$ cat src/rtl/secded_dec_pipe.sv
// Two-stage pipelined Hsiao SECDED decoder with valid/ready handshake and a global stall.
// Optional error statistics (counters + first-DBL syndrome capture) built when SECDED_ERRCNT_EN is defined.
module secded_dec_pipe #(
    parameter int DW   = 32,
    parameter int PW   = 7,
    parameter int CNTW = 16
) (
    input  logic               clk,
    input  logic               rst,
    input  logic               in_vld,
    output logic               in_rdy,
    input  logic [DW+PW-1:0]   in,
    output logic               out_vld,
    input  logic               out_rdy,
    output logic [DW-1:0]      finout,
    output logic [PW-1:0]      syn,
    output logic               err,
    output logic               sgl,
    output logic               dbl,
    input  logic               cnt_clr,
    output logic [CNTW-1:0]    sgl_cnt,
    output logic [CNTW-1:0]    dbl_cnt,
    output logic [PW-1:0]      dbl_syn
);

    function automatic int count_cols();
        int n;
        n = 0;
        for (int v = 0; v < (1 << PW); v++) begin
            if (($countones(v) % 2 == 1) && ($countones(v) >= 3)) begin
                n++;
            end
        end
        return n;
    endfunction

    // Data columns: odd weight >= 3, grouped by weight, ascending value within a weight.
    function automatic logic [DW*PW-1:0] build_cols();
        logic [DW*PW-1:0] c;
        int n;
        c = '0;
        n = 0;
        for (int w = 3; w <= PW; w += 2) begin
            for (int v = 0; v < (1 << PW); v++) begin
                if (($countones(v) == w) && (n < DW)) begin
                    c[n*PW +: PW] = v[PW-1:0];
                    n++;
                end
            end
        end
        return c;
    endfunction

    localparam int               NCOLS = count_cols();
    localparam logic [DW*PW-1:0] HCOLS = build_cols();

    generate
        if (NCOLS < DW) begin : g_bad_width
            $error("secded_dec_pipe: PW=%0d has only %0d usable columns for DW=%0d", PW, NCOLS, DW);
        end
    endgenerate

    logic en;
    assign en     = !out_vld || out_rdy;
    assign in_rdy = en;

    // ---------------- stage 1: syndrome ----------------
    logic [PW-1:0] in_syn;

    always_comb begin
        in_syn = in[DW +: PW];
        for (int i = 0; i < DW; i++) begin
            if (in[i]) begin
                in_syn = in_syn ^ HCOLS[i*PW +: PW];
            end
        end
    end

    logic          s1_vld_reg;
    logic [DW-1:0] s1_data_reg;
    logic [PW-1:0] s1_syn_reg;

    always_ff @(posedge clk) begin
        if (rst) begin
            s1_vld_reg  <= 1'b0;
            s1_data_reg <= '0;
            s1_syn_reg  <= '0;
        end else if (en) begin
            s1_vld_reg <= in_vld;
            if (in_vld) begin
                s1_data_reg <= in[DW-1:0];
                s1_syn_reg  <= in_syn;
            end
        end
    end

    // ---------------- stage 2: classify and correct ----------------
    logic [DW-1:0] match;

    genvar gi;
    generate
        for (gi = 0; gi < DW; gi++) begin : g_match
            assign match[gi] = (s1_syn_reg == HCOLS[gi*PW +: PW]);
        end
    endgenerate

    logic          is_onehot;
    logic          sgl_next;
    logic          dbl_next;
    logic [DW-1:0] fix_next;

    always_comb begin
        is_onehot = $onehot(s1_syn_reg);
        sgl_next  = (|match) || is_onehot;
        dbl_next  = (s1_syn_reg != '0) && !sgl_next;
        // match is all-zero for clean, check-bit and uncorrectable words
        fix_next  = s1_data_reg ^ match;
    end

    logic          out_vld_reg;
    logic [DW-1:0] finout_reg;
    logic [PW-1:0] syn_reg;
    logic          err_reg;
    logic          sgl_reg;
    logic          dbl_reg;

    always_ff @(posedge clk) begin
        if (rst) begin
            out_vld_reg <= 1'b0;
            finout_reg  <= '0;
            syn_reg     <= '0;
            err_reg     <= 1'b0;
            sgl_reg     <= 1'b0;
            dbl_reg     <= 1'b0;
        end else if (en) begin
            out_vld_reg <= s1_vld_reg;
            if (s1_vld_reg) begin
                finout_reg <= fix_next;
                syn_reg    <= s1_syn_reg;
                err_reg    <= sgl_next || dbl_next;
                sgl_reg    <= sgl_next;
                dbl_reg    <= dbl_next;
            end
        end
    end

    assign out_vld = out_vld_reg;
    assign finout  = finout_reg;
    assign syn     = syn_reg;
    assign err     = err_reg;
    assign sgl     = sgl_reg;
    assign dbl     = dbl_reg;

    // ---------------- error statistics ----------------
`ifdef SECDED_ERRCNT_EN
    localparam logic [CNTW-1:0] CNT_MAX = {CNTW{1'b1}};

    logic            out_hs;
    logic [CNTW-1:0] sgl_cnt_reg;
    logic [CNTW-1:0] dbl_cnt_reg;
    logic [PW-1:0]   dbl_syn_reg;
    logic            dbl_loaded_reg;

    assign out_hs = out_vld_reg && out_rdy;

    always_ff @(posedge clk) begin
        if (rst || cnt_clr) begin
            sgl_cnt_reg    <= '0;
            dbl_cnt_reg    <= '0;
            dbl_syn_reg    <= '0;
            dbl_loaded_reg <= 1'b0;
        end else if (out_hs) begin
            if (sgl_reg && (sgl_cnt_reg != CNT_MAX)) begin
                sgl_cnt_reg <= sgl_cnt_reg + CNTW'(1);
            end
            if (dbl_reg && (dbl_cnt_reg != CNT_MAX)) begin
                dbl_cnt_reg <= dbl_cnt_reg + CNTW'(1);
            end
            if (dbl_reg && !dbl_loaded_reg) begin
                dbl_syn_reg    <= syn_reg;
                dbl_loaded_reg <= 1'b1;
            end
        end
    end

    assign sgl_cnt = sgl_cnt_reg;
    assign dbl_cnt = dbl_cnt_reg;
    assign dbl_syn = dbl_syn_reg;
`else
    logic unused_cnt_clr;
    assign unused_cnt_clr = cnt_clr;
    assign sgl_cnt        = '0;
    assign dbl_cnt        = '0;
    assign dbl_syn        = '0;
`endif

endmodule

$ cat config.mk
export PLATFORM = sky130hd
export DESIGN_NAME = secded_dec_pipe
export DESIGN_NICKNAME = d
export VERILOG_FILES = /design/src/rtl/secded_dec_pipe.sv
export SDC_FILE = /design/constraint.sdc
export NUM_CORES = 1
export LEC_CHECK = 0
export ABC_AREA = 0
export BUFFER_PORTS_ARGS = -buffer_cell sky130_fd_sc_hd__buf_2
export CAP_MARGIN = 20
export CORE_AREA = 2 2 102 129
export CTS_BUF_LIST = sky130_fd_sc_hd__clkbuf_16
export DETAILED_ROUTE_END_ITERATION = 16
export DIE_AREA = 0 0 104 131
export PLACE_DENSITY = 0.67
export SYNTH_ARGS = -nofsm -noshare
export SYNTH_HDL_FRONTEND = slang
export SYNTH_SLANG_ARGS = --single-unit
$ cat constraint.sdc
create_clock -name clk -period 6.7 [get_ports clk]
set_input_delay 1.005 -clock clk [delete_from_list [all_inputs] [get_ports clk]]
set_output_delay 1.005 -clock clk [all_outputs]
set_load 0.02 [all_outputs]
-- After elaboration in Yosys (flattened, before gate mapping)
Cells that the tools add are included.
- register bits after elaboration: 83
- output and inout port bits: 83
- word-level logic and storage cells: 123
- add/subtract/negate cells: 6
- equal/unequal tests: 33
- muxes and demuxes: 32
- bitwise gates (word level): 33
- reduce and logical (&&, ||, !) cells: 10
- operators by type and width (kind ; number):
    $not 3->3 ; 32
    $eq 7x7->1 const B ; 12
    $mux 7 ; 12
    $eq 7x6->1 const B ; 10
    $mux 6 ; 10
    $eq 7x5->1 const B ; 6
    $reduce_or 32->1 ; 1
    $xor 32x32->32 ; 1
    $mux 5 ; 6
    $eq 7x4->1 const B ; 3
    $mux 4 ; 3
    $eq 7x3->1 const B ; 1
    $reduce_bool 7->1 ; 1
    $add 1x1->2 ; 3
    $reduce_and 2->1 ; 2
    $add 2x1->3 ; 1
    $add 2x2->3 ; 1
    $add 3x3->3 ; 1
    $eq 3x1->1 const B ; 1
    $logic_or 1x1->1 ; 3
    $mux 3 ; 1
    $logic_not 1->1 ; 2
    $logic_and 1x1->1 ; 1

-- Longest topological paths before layout
Gate-level depths: netlist (run 1).
- depth in word-level cells: 64
- depth in mapped cells: 10
- mapped depth without buffers: 10

-- Worst setup path before layout (run 1)
No wires, ideal clock.
- path kind: register to register
- start point: register s1_syn_reg[0]
- end point: register sgl_reg (netlist: sgl)
- data arrival time: 3.192 ns
- setup slack: 3.373 ns
- stages on the path, launching flop included: 11
- buffers on the path: 0
- period minus slack after synthesis: 3.327 ns
- path through: dfxtp_1 inv_1 fa_1 fa_1 inv_1 fa_1 fa_1 nor2_1 a2111o_1 nor4_4 a311oi_1
- longest elaborated chain between the ends: 5
- elaborated cells on any way between the ends: 38
- classes of those cells: add/sub (3); eq/ne (33); reduce/logical (2)
- ends and longest elaborated chain (what ; line ; source):
    start: declaration ; 81 ; logic [PW-1:0] s1_syn_reg;
    start signal: assignment ; 92 ; s1_syn_reg <= in_syn;
    $add 1x1->2 (not written as such) ; 113 ; is_onehot = $onehot(s1_syn_reg);
    $add 2x2->3 (not written as such) ; 113 ;
    $add 3x3->3 (not written as such) ; 113 ;
    $eq 3x1->1 ; 113 ;
    $logic_or 1x1->1 (*) ; 114 ; sgl_next = (|match) || is_onehot;
    end signal: assignment ; 141 ; sgl_reg <= sgl_next;
    end: declaration ; 124 ; logic sgl_reg;
Mark *: on every way between the ends. The rest lies on a longest branch, timed or not.
A chain may end at the register's enable or synchronous reset.

-- Final worst setup path (run 1)
- start point: register s1_syn_reg[3]
- end point: register sgl_reg (netlist: sgl)
The elaborated chain is that of the path after synthesis.

==> flow_metrics.env, run 1 <==
export IMPL_status="finished, final reports clean"
export IMPL_clk_pin_slew_ns=0.06
export IMPL_place_area_sq_mm=0.00522
export IMPL_r2r_end="sgl"
export IMPL_slowest_stage="dfxtp_1"
export IMPL_syn_avg_cell_area_sq_um=8.35
export IMPL_drc_errors=0
export IMPL_ctsRootBufferMaster="clkbuf_16"
export IMPL_critPathCaptureType="flop"
export IMPL_p_comb_share_pct=31.2
export IMPL_vdd_drop_max_uv=144
export IMPL_overflow=0
export IMPL_timing_final_hold_violations=0
export IMPL_ys_flop_type="dfxtp_1"
export IMPL_netlist_area_sq_mm=0.00485
export IMPL_setup_worst_path_class="flop to flop"
export IMPL_postCtsSetupRepairBufs=0
export IMPL_rsz0062_at_grt="false"
export IMPL_fp_dieW_um=104
export IMPL_grt_pass1_vias=3928
export IMPL_synth_seq_cells=83
export IMPL_core_sq_mm=0.0124
export IMPL_p_int_uw=979
export IMPL_min_from="syn[5]"
export IMPL_synth_edf_count=0
export IMPL_ys_seq_area_share_pct=34.2
export IMPL_drt_vias_per_instance=5.07
export IMPL_ys_warn_count=0
export IMPL_clock_latency_ns=0.34
export IMPL_grt_max_degree=56
export IMPL_drv_cap=0
export IMPL_leakage_nw=2.20
export IMPL_cp_required_ns=6.89
export IMPL_hold_class="flop to flop"
export IMPL_switching_share_pct=35.3
export IMPL_fp_row_count=46
export IMPL_setup_viol=0
export IMPL_drt_first_pass_iters=5
export IMPL_drive_gt1_share_pct=17.1
export IMPL_port_buffers=86
export IMPL_rr_startpoint="s1_syn_reg[3]"
export IMPL_final_common_cell="nand2_1"
export IMPL_grt_antenna_before_repair=0
export IMPL_p_per_area_mw_per_mm2=276
export IMPL_crit_fanout=15
export IMPL_rr_worst_depth=10
export IMPL_post_route_period_util_pct=57.4
export IMPL_cts_resized=0
export IMPL_diodes=0
export IMPL_start_util_pct=39.0
export IMPL_dieArea_sq_mm=0.0136
export IMPL_start_kind="flop"
export IMPL_ys_types=54
export IMPL_fin_crit_ns=3.85
export IMPL_dp_hpwl_um=9380
export IMPL_drt_iter0_markers=347
export IMPL_crit_top_cell="fa_1"
export IMPL_grt_pass1_wl_um=19900
export IMPL_cp_slowest_stage_delay_ns=0.65
export IMPL_cts_sinks=83
export IMPL_fin_area_sq_mm=0.00549
export IMPL_area_growth_syn_to_layout_pct=13.0
export IMPL_hold_slack_ns=0.460
export IMPL_r2r_setup_slack_ns=2.85
export IMPL_sequentialPowerShare_pct=39.3
export IMPL_fin_nets=696
export IMPL_setup_tns_ns=0
export IMPL_hold_path_cell_count=2
export IMPL_cts_max_level=3
export IMPL_min_delay_worst_endpoint="syn[5]"
export IMPL_ant_nets=0
export IMPL_ys_async_sr_fraction_pct=0
export IMPL_cp_arrival_ns=4.04
export IMPL_wirelength_um=12500
export IMPL_max_freq_mhz=260
export IMPL_holdBufCountCts=0
export IMPL_die_y_um=131
export IMPL_io_pins=127
export IMPL_skew_ns=0.00563
export IMPL_cts_tree="yes"
export IMPL_synth_cells=581
export IMPL_cts_buffer_depth=2
export IMPL_place_congestion=0.892
export IMPL_switching_power_uw=533
export IMPL_tightestPinTransition_ns=0.718
export IMPL_pwr_share_clk_pct=29.5
export IMPL_final_cell_mix="nand2_1, buf_2, dfxtp_1"
export IMPL_slew_headroom_pct=52.1
export IMPL_crit_chain="inv_1, fa_1, fa_1, inv_1, fa_1, fa_1, nor2_1, a2111o_1, nor4_4, a311oi_1"
export IMPL_cts_made_buffers=9
export IMPL_wire_per_inst_um=15.3
export IMPL_via_count=4139
export IMPL_grtUsageTotal_pct=18.5
export IMPL_maxSlewViolCount=0
## kinds of logic after synthesis
| group | synth area share, % |
|---|---|
| XOR/XNOR | 16.2 |
| multiplexers | 0.825 |
| buffers and inverters | 9.95 |
| AND/OR/NAND/NOR | 18.8 |
| AO/OA/AOI/OAI | 17.2 |
| adder cells (fa/ha/maj) | 2.68 |
| flip-flops | 34.2 |
| other | 0.0773 |
## power by group through the flow
stage	registers, mW	logic, mW	clock network [mW]
after detailed placement	0.603	0.471	0
after global placement	0.600	0.461	0
final	0.594	0.472	0.446
after CTS	0.592	0.473	0.449
after floorplan	0.596	0.373	0
after global routing	0.601	0.518	0.473
## per-stage QoR
| stage | setup slack, ns | power [mW] | instances | utilization [%] |
|---|---|---|---|---|
| floorplan | 3.37 | 0.969 | 619 | - |
| global placement | 2.96 | 1.06 | 801 | 42.0 |
| detailed placement | 2.89 | 1.07 | 801 | 42.0 |
| CTS | 2.87 | 1.51 | 817 | 44.1 |
| global route | 2.65 | 1.59 | 817 | 44.1 |
| finish | 2.85 | 1.51 | 817 | 44.1 |
## routing by layer
layer / track usage, % / part of all wire, %
met1: 22.7 / 44
met5: 0 / 0
met2: 31.7 / 49
met4: 7.47 / 2.5
met3: 4.07 / 5.4
## synthesized netlist by cell type, types with 9 or more instances
library cell,n,share of area (%)
nor2_1,37,2.9
a311oi_1,28,5.1
a21oi_1,47,4.8
xnor2_1,47,8.5
dfxtp_1,83,34
xor2_1,14,2.5
xnor3_1,10,4.6
o21ai_0,28,2.9
nand2_1,103,8.0
inv_1,9,0.70
or3_1,25,3.2
buf_4,40,6.2
clkbuf_1,20,1.5
## worst max-delay path, delay by kind of cell, from the launching register on
family / cells / cell delay, ns
buffers and inverters: 2 / 0.27
AND/OR/NAND/NOR: 2 / 0.37
AO/OA/AOI/OAI: 2 / 0.57
adder cells (fa/ha/maj): 4 / 1.85
flip-flops: 1 / 0.65
## cell type report
type                    count  area [sq um]
fillers                  1275          6950
multi-input cells         450          2850
flip-flops and latches     83          1660
repair buffers             90           460
clock buffers               9           225
well taps                 168           210
clock inverters             7          38.8
inverters                  10          37.5
## worst max path at each step
stage | slack (ns) | cells past startpoint | from | endpoint
after floorplan | 3.37 | 10 | s1_syn_reg[0] | sgl
after global placement | 2.96 | 10 | s1_syn_reg[3] | sgl
after detailed placement | 2.89 | 10 | s1_syn_reg[3] | sgl
after CTS | 2.87 | 10 | s1_syn_reg[3] | sgl
after global routing | 2.65 | 10 | s1_syn_reg[3] | sgl
final | 2.85 | 10 | s1_syn_reg[3] | sgl
Note: power is estimated with default switching activity, not from simulation.
==> inputs of run 2 (changes only) <==
==> constraint.sdc (replaced) <==
create_clock -name clk -period 4 [get_ports clk]
set_input_delay 0.6 -clock clk [delete_from_list [all_inputs] [get_ports clk]]
set_output_delay 0.6 -clock clk [all_outputs]
set_load 0.02 [all_outputs]
==> run 2 against run 1 <==
Compared with the run above:
- total power is 76% higher
- clock-buffer cell count stayed put
- fmax is 9.3% higher
- clock skew hardly changed
- non-clock buffer count is 2 higher
- critical path depth stayed put
- global-route usage is 0.063 points lower
- sequential share of layout area is 0.38 points lower
- via count is 1.3% lower
- flip-flop and latch count stayed put
- register-to-register slack worse by 2.4 ns
- critical path type unchanged
==> flow_metrics.env, run 2 (synthesis gave the netlist of run 1 again) <==
export IMPL_status="finished, final reports clean"
export IMPL_p_per_area_mw_per_mm2=480
export IMPL_dp_cells=803
export IMPL_drv_cap=0
export IMPL_crit_fanout=4
export IMPL_drt_first_pass_iters=5
export IMPL_fin_area_sq_mm=0.00555
export IMPL_drive_gt1_share_pct=17.5
export IMPL_core_sq_mm=0.0124
export IMPL_total_power_mw=2.67
export IMPL_drt_iter0_markers=418
export IMPL_cp_required_ns=4.19
export IMPL_grt_antenna_before_repair=0
export IMPL_cts_made_buffers=9
export IMPL_critPathCaptureType="flop"
export IMPL_crit_chain="inv_1, fa_1, fa_1, inv_1, fa_1, fa_1, nor2_1, a2111o_1, nor4_4, a311oi_1"
export IMPL_grtUsageTotal_pct=18.4
export IMPL_skew_ns=0.00547
export IMPL_place_congestion=0.828
export IMPL_drc_errors=0
export IMPL_grt_pass1_vias=3858
export IMPL_drt_vias_per_instance=4.99
export IMPL_clock_latency_ns=0.33
export IMPL_port_buffers=86
export IMPL_diodes=0
export IMPL_r2r_setup_slack_ns=0.48
export IMPL_hold_slack_ns=0.457
export IMPL_dp_hpwl_um=9510
export IMPL_start_util_pct=39.0
export IMPL_setup_tns_ns=0
export IMPL_postCtsSetupRepairBufs=0
export IMPL_fin_nets=698
export IMPL_cp_slowest_stage_delay_ns=0.52
export IMPL_crit_top_cell="fa_1"
export IMPL_cts_tree="yes"
export IMPL_place_area_sq_mm=0.00524
export IMPL_pre_cts_ws_ns=0.486
export IMPL_timing_final_hold_violations=0
export IMPL_max_freq_mhz=284
export IMPL_ctsRootBufferMaster="clkbuf_16"
export IMPL_dieArea_sq_mm=0.0136
export IMPL_vdd_drop_max_uv=250
export IMPL_via_count=4087
export IMPL_tightestPinTransition_ns=0.765
export IMPL_fillerInstances=1280
export IMPL_rsz0062_at_grt="false"
export IMPL_maxSlewViolCount=0
export IMPL_final_util_pct=44.7
export IMPL_hold_class="flop to flop"
export IMPL_fp_dieW_um=104
export IMPL_grt_pass1_wl_um=19900
export IMPL_final_cell_mix="nand2_1, buf_2, dfxtp_1"
export IMPL_cpLargestDelayFamily="adder cells"
export IMPL_ant_nets=0
export IMPL_cts_sinks=83
export IMPL_worst_path_buf_inv=2
export IMPL_holdBufCountCts=0
export IMPL_post_route_period_util_pct=88.0
export IMPL_slew_headroom_pct=48.9
export IMPL_wire_per_inst_um=15.1
export IMPL_setup_ws_ns=0.480
export IMPL_fin_cells=819
export IMPL_leakage_nw=2.23
export IMPL_cp_arrival_ns=3.71
export IMPL_slowest_stage="fa_1"
export IMPL_setup_worst_path_class="flop to flop"
export IMPL_final_common_cell="nand2_1"
export IMPL_clk_pin_slew_ns=0.06
export IMPL_fp_row_count=46
export IMPL_start_kind="flop"
export IMPL_die_y_um=131
export IMPL_io_pins=127
export IMPL_overflow=0
export IMPL_setup_viol=0
export IMPL_grt_max_degree=44
export IMPL_wirelength_um=12300
export IMPL_area_growth_syn_to_layout_pct=14.5
export IMPL_cts_buffer_depth=2
export IMPL_cts_max_level=3
export IMPL_fin_crit_ns=3.52
export IMPL_cts_resized=0
==> run 2: cell count changes in the layout (fill, tap and decap cells not counted), sizes merged <==
cell      change
buf           +2
bufinv        +2
clkinvlp      -2
clkinv        +1
inv           -1
==> run 2: power breakdown <==
| group | internal [mW] | leakage (nW) | switching, mW |
|---|---|---|---|
| registers | 0.898 | 0.682 | 0.0821 |
| logic | 0.335 | 1.40 | 0.474 |
| clock network | 0.545 | 0.155 | 0.334 |
| total | 1.78 | 2.23 | 0.890 |
==> run 2: final timing paths <==
check	start	cells past startpoint	endpoint
setup / recovery	s1_syn_reg[0]	10	sgl
hold / removal	syn[1]	2	syn[1]
setup reg to reg	s1_syn_reg[0]	10	sgl
hold reg to reg	syn[1]	2	syn[1]
==> run 2: metal layers <==
metal  vias up  routed length (um)  global-route usage, %
li1       2049                   -                      -
met1      1882                5450                   23.6
met2       141                6030                   31.6
met3        15                 597                   2.48
met4         0                 244                   7.39
met5         -                   0                      0
==> run 2: final cells by class <==
cell class	count	area, sq um	area share [%]
inverters	10	37.5	0.676
repair buffers	92	475	8.56
clock inverters	7	92.6	1.67
multi-input cells	450	2850	51.3
clock buffers	9	225	4.05
well taps	168	210	3.78
flip-flops and latches	83	1660	29.9
==> run 2: tightest hold or removal path, delay by kind of cell (launching register included) <==
kind	cells	cell delay [ns]
AOI/OAI and AO/OA	1	0.05
and+or+nand+nor	1	0.05
DFF	1	0.30
==> inputs of run 3 (changes only) <==
--- a/config.mk
+++ b/config.mk
@@ -8,10 +8,11 @@
 export ABC_AREA = 0
 export BUFFER_PORTS_ARGS = -buffer_cell sky130_fd_sc_hd__buf_2
 export CAP_MARGIN = 20
-export CORE_AREA = 2 2 102 129
+export CORE_AREA = 3 3 103 130
 export CTS_BUF_LIST = sky130_fd_sc_hd__clkbuf_16
+export CTS_CLUSTER_SIZE = 40
 export DETAILED_ROUTE_END_ITERATION = 16
-export DIE_AREA = 0 0 104 131
+export DIE_AREA = 0 0 106 133
 export PLACE_DENSITY = 0.67
 export SYNTH_ARGS = -nofsm -noshare
 export SYNTH_HDL_FRONTEND = slang
==> constraint.sdc (replaced) <==
create_clock -name clk -period 4 [get_ports clk]
set_input_delay 0.6 -clock clk [delete_from_list [all_inputs] [get_ports clk]]
set_output_delay 0.6 -clock clk [all_outputs]
set_load 0.01 [all_outputs]
==> run 3 against run 2 <==
Compared with the run above:
- final cell count is 0.24% lower
- combinational power is essentially flat
- utilization is 0.88 points higher
- wire length is 4.0% higher
- total power fell by 3.0%
- critical endpoint unchanged
- first-iteration DRC count fell by 33%
- via count up 2.7%
- flip-flop and latch count stayed put
- sequential share of layout area increased by 0.074 points
- clock power is 6.7% lower
- global-route usage is 0.25 points lower
==> flow_metrics.env, run 3 (synthesis gave the netlist of run 1 again) <==
export IMPL_grt_antenna_before_repair=0
export IMPL_ctsRootBufferMaster="clkbuf_16"
export IMPL_fp_dieW_um=106
export IMPL_core_sq_mm=0.0122
export IMPL_min_from="syn[5]"
export IMPL_clock_latency_ns=0.34
export IMPL_multiInputGateArea_sq_mm=0.00285
export IMPL_skew_ns=0.00893
export IMPL_maxSlewViolCount=0
export IMPL_critPathCaptureType="flop"
export IMPL_crit_chain="inv_1, fa_1, fa_1, inv_1, fa_1, fa_1, nor2_1, a2111o_1, nor4_4, a311oi_1"
export IMPL_pre_cts_ws_ns=0.459
export IMPL_hold_slack_ns=0.453
export IMPL_fin_area_sq_mm=0.00554
export IMPL_io_pins=127
export IMPL_grt_max_degree=56
export IMPL_drc_errors=0
export IMPL_start_util_pct=39.9
export IMPL_drv_cap=0
export IMPL_cp_arrival_ns=3.71
export IMPL_leakage_nw=2.24
export IMPL_fin_crit_ns=3.53
export IMPL_diodes=0
export IMPL_place_congestion=0.851
export IMPL_dieArea_sq_mm=0.0141
export IMPL_die_y_um=133
export IMPL_drt_iter0_markers=279
export IMPL_worst_path_buf_inv=2
export IMPL_drive_gt1_share_pct=17.9
export IMPL_slowest_stage="fa_1"
export IMPL_fin_cells=817
export IMPL_slew_headroom_pct=38.1
export IMPL_wire_per_inst_um=15.7
export IMPL_port_buffers=86
export IMPL_rsz0062_at_grt="false"
export IMPL_cts_buffer_depth=2
export IMPL_grt_pass1_wl_um=20200
export IMPL_cp_required_ns=4.18
export IMPL_max_freq_mhz=284
export IMPL_register_area_sq_mm=0.00166
export IMPL_place_area_sq_mm=0.00525
export IMPL_setup_viol=0
export IMPL_setup_worst_path_class="flop to flop"
export IMPL_final_util_pct=45.6
export IMPL_cts_tree="yes"
export IMPL_fin_nets=700
export IMPL_cts_made_buffers=9
export IMPL_cts_resized=0
export IMPL_total_power_mw=2.59
export IMPL_grtUsageTotal_pct=18.2
export IMPL_fillerInstances=1234
export IMPL_overflow=0
export IMPL_setup_ws_ns=0.473
export IMPL_p_per_area_mw_per_mm2=467
export IMPL_cts_max_level=3
export IMPL_area_growth_syn_to_layout_pct=14.2
export IMPL_vdd_drop_max_uv=208
export IMPL_fp_row_count=45
export IMPL_holdBufCountCts=0
export IMPL_postCtsSetupRepairBufs=0
export IMPL_tightestPinTransition_ns=0.929
export IMPL_rr_startpoint="s1_syn_reg[0]"
export IMPL_grt_pass1_vias=3914
export IMPL_timing_final_hold_violations=0
export IMPL_clk_pin_slew_ns=0.06
export IMPL_via_count=4198
export IMPL_dp_cells=801
export IMPL_crit_top_cell="fa_1"
export IMPL_cpLargestDelayFamily="adder cells"
export IMPL_hold_class="flop to flop"
export IMPL_drt_vias_per_instance=5.14
export IMPL_cp_startpoint="s1_syn_reg[0]"
export IMPL_final_cell_mix="nand2_1, buf_2, dfxtp_1"
export IMPL_cts_sinks=83
export IMPL_dp_hpwl_um=9700
export IMPL_drt_first_pass_iters=5
export IMPL_post_route_period_util_pct=88.2
export IMPL_wirelength_um=12800
export IMPL_start_kind="flop"
export IMPL_crit_fanout=4
export IMPL_cp_slowest_stage_delay_ns=0.51
export IMPL_setup_tns_ns=0
export IMPL_ant_nets=0
export IMPL_status="finished, final reports clean"
export IMPL_final_common_cell="nand2_1"
## run 3: cell count changes in the layout (fill, tap and decap cells not counted)
| cell | previous run | this run |
|---|---|---|
| clkinv_2 | 0 | 2 |
| buf_4 | 6 | 8 |
| clkinv_1 | 1 | 0 |
| bufinv_16 | 2 | 1 |
## run 3: area by class of cell
type / count / area share (%)
clock buffers: 9 / 4.07
inverters: 10 / 0.678
flip-flops and latches: 83 / 30.0
multi-input cells: 450 / 51.5
well taps: 164 / 3.70
clock inverters: 7 / 1.24
repair buffers: 94 / 8.85
## run 3: final timing paths
kind                                to  slack (ns)  cells after the start
worst max register to register     sgl        0.47                     10
worst max-delay path               sgl        0.47                     10
worst min register to register  syn[5]        0.45                      2
worst min-delay path            syn[5]        0.45                      2
## run 3: power by group
part / leakage (nW) / internal, mW / switching (mW)
Clock: 0.147 / 0.482 / 0.339
Combinational: 1.41 / 0.342 / 0.468
Sequential: 0.682 / 0.898 / 0.0596
Total: 2.24 / 1.72 / 0.866
## run 3: layer usage
layer  routed length [um]  share of wire [%]  vias to the layer above  global-route usage, %
met1                 5690                 44                     2003                   23.4
li1                     -                  -                     2057                      -
met5                    0                  0                        -                      0
met3                  656                5.1                        8                   3.61
met2                 6330                 49                      130                   30.8
met4                  144                1.1                        0                   5.11
## run 3: worst reg2reg max path, stage by stage, from the launching register on
cell,delay [ns]
dfxtp_1,0.38
inv_1,0.12
fa_1,0.51
fa_1,0.49
inv_1,0.05
fa_1,0.37
fa_1,0.49
nor2_1,0.05
a2111o_1,0.44
nor4_4,0.33
a311oi_1,0.14
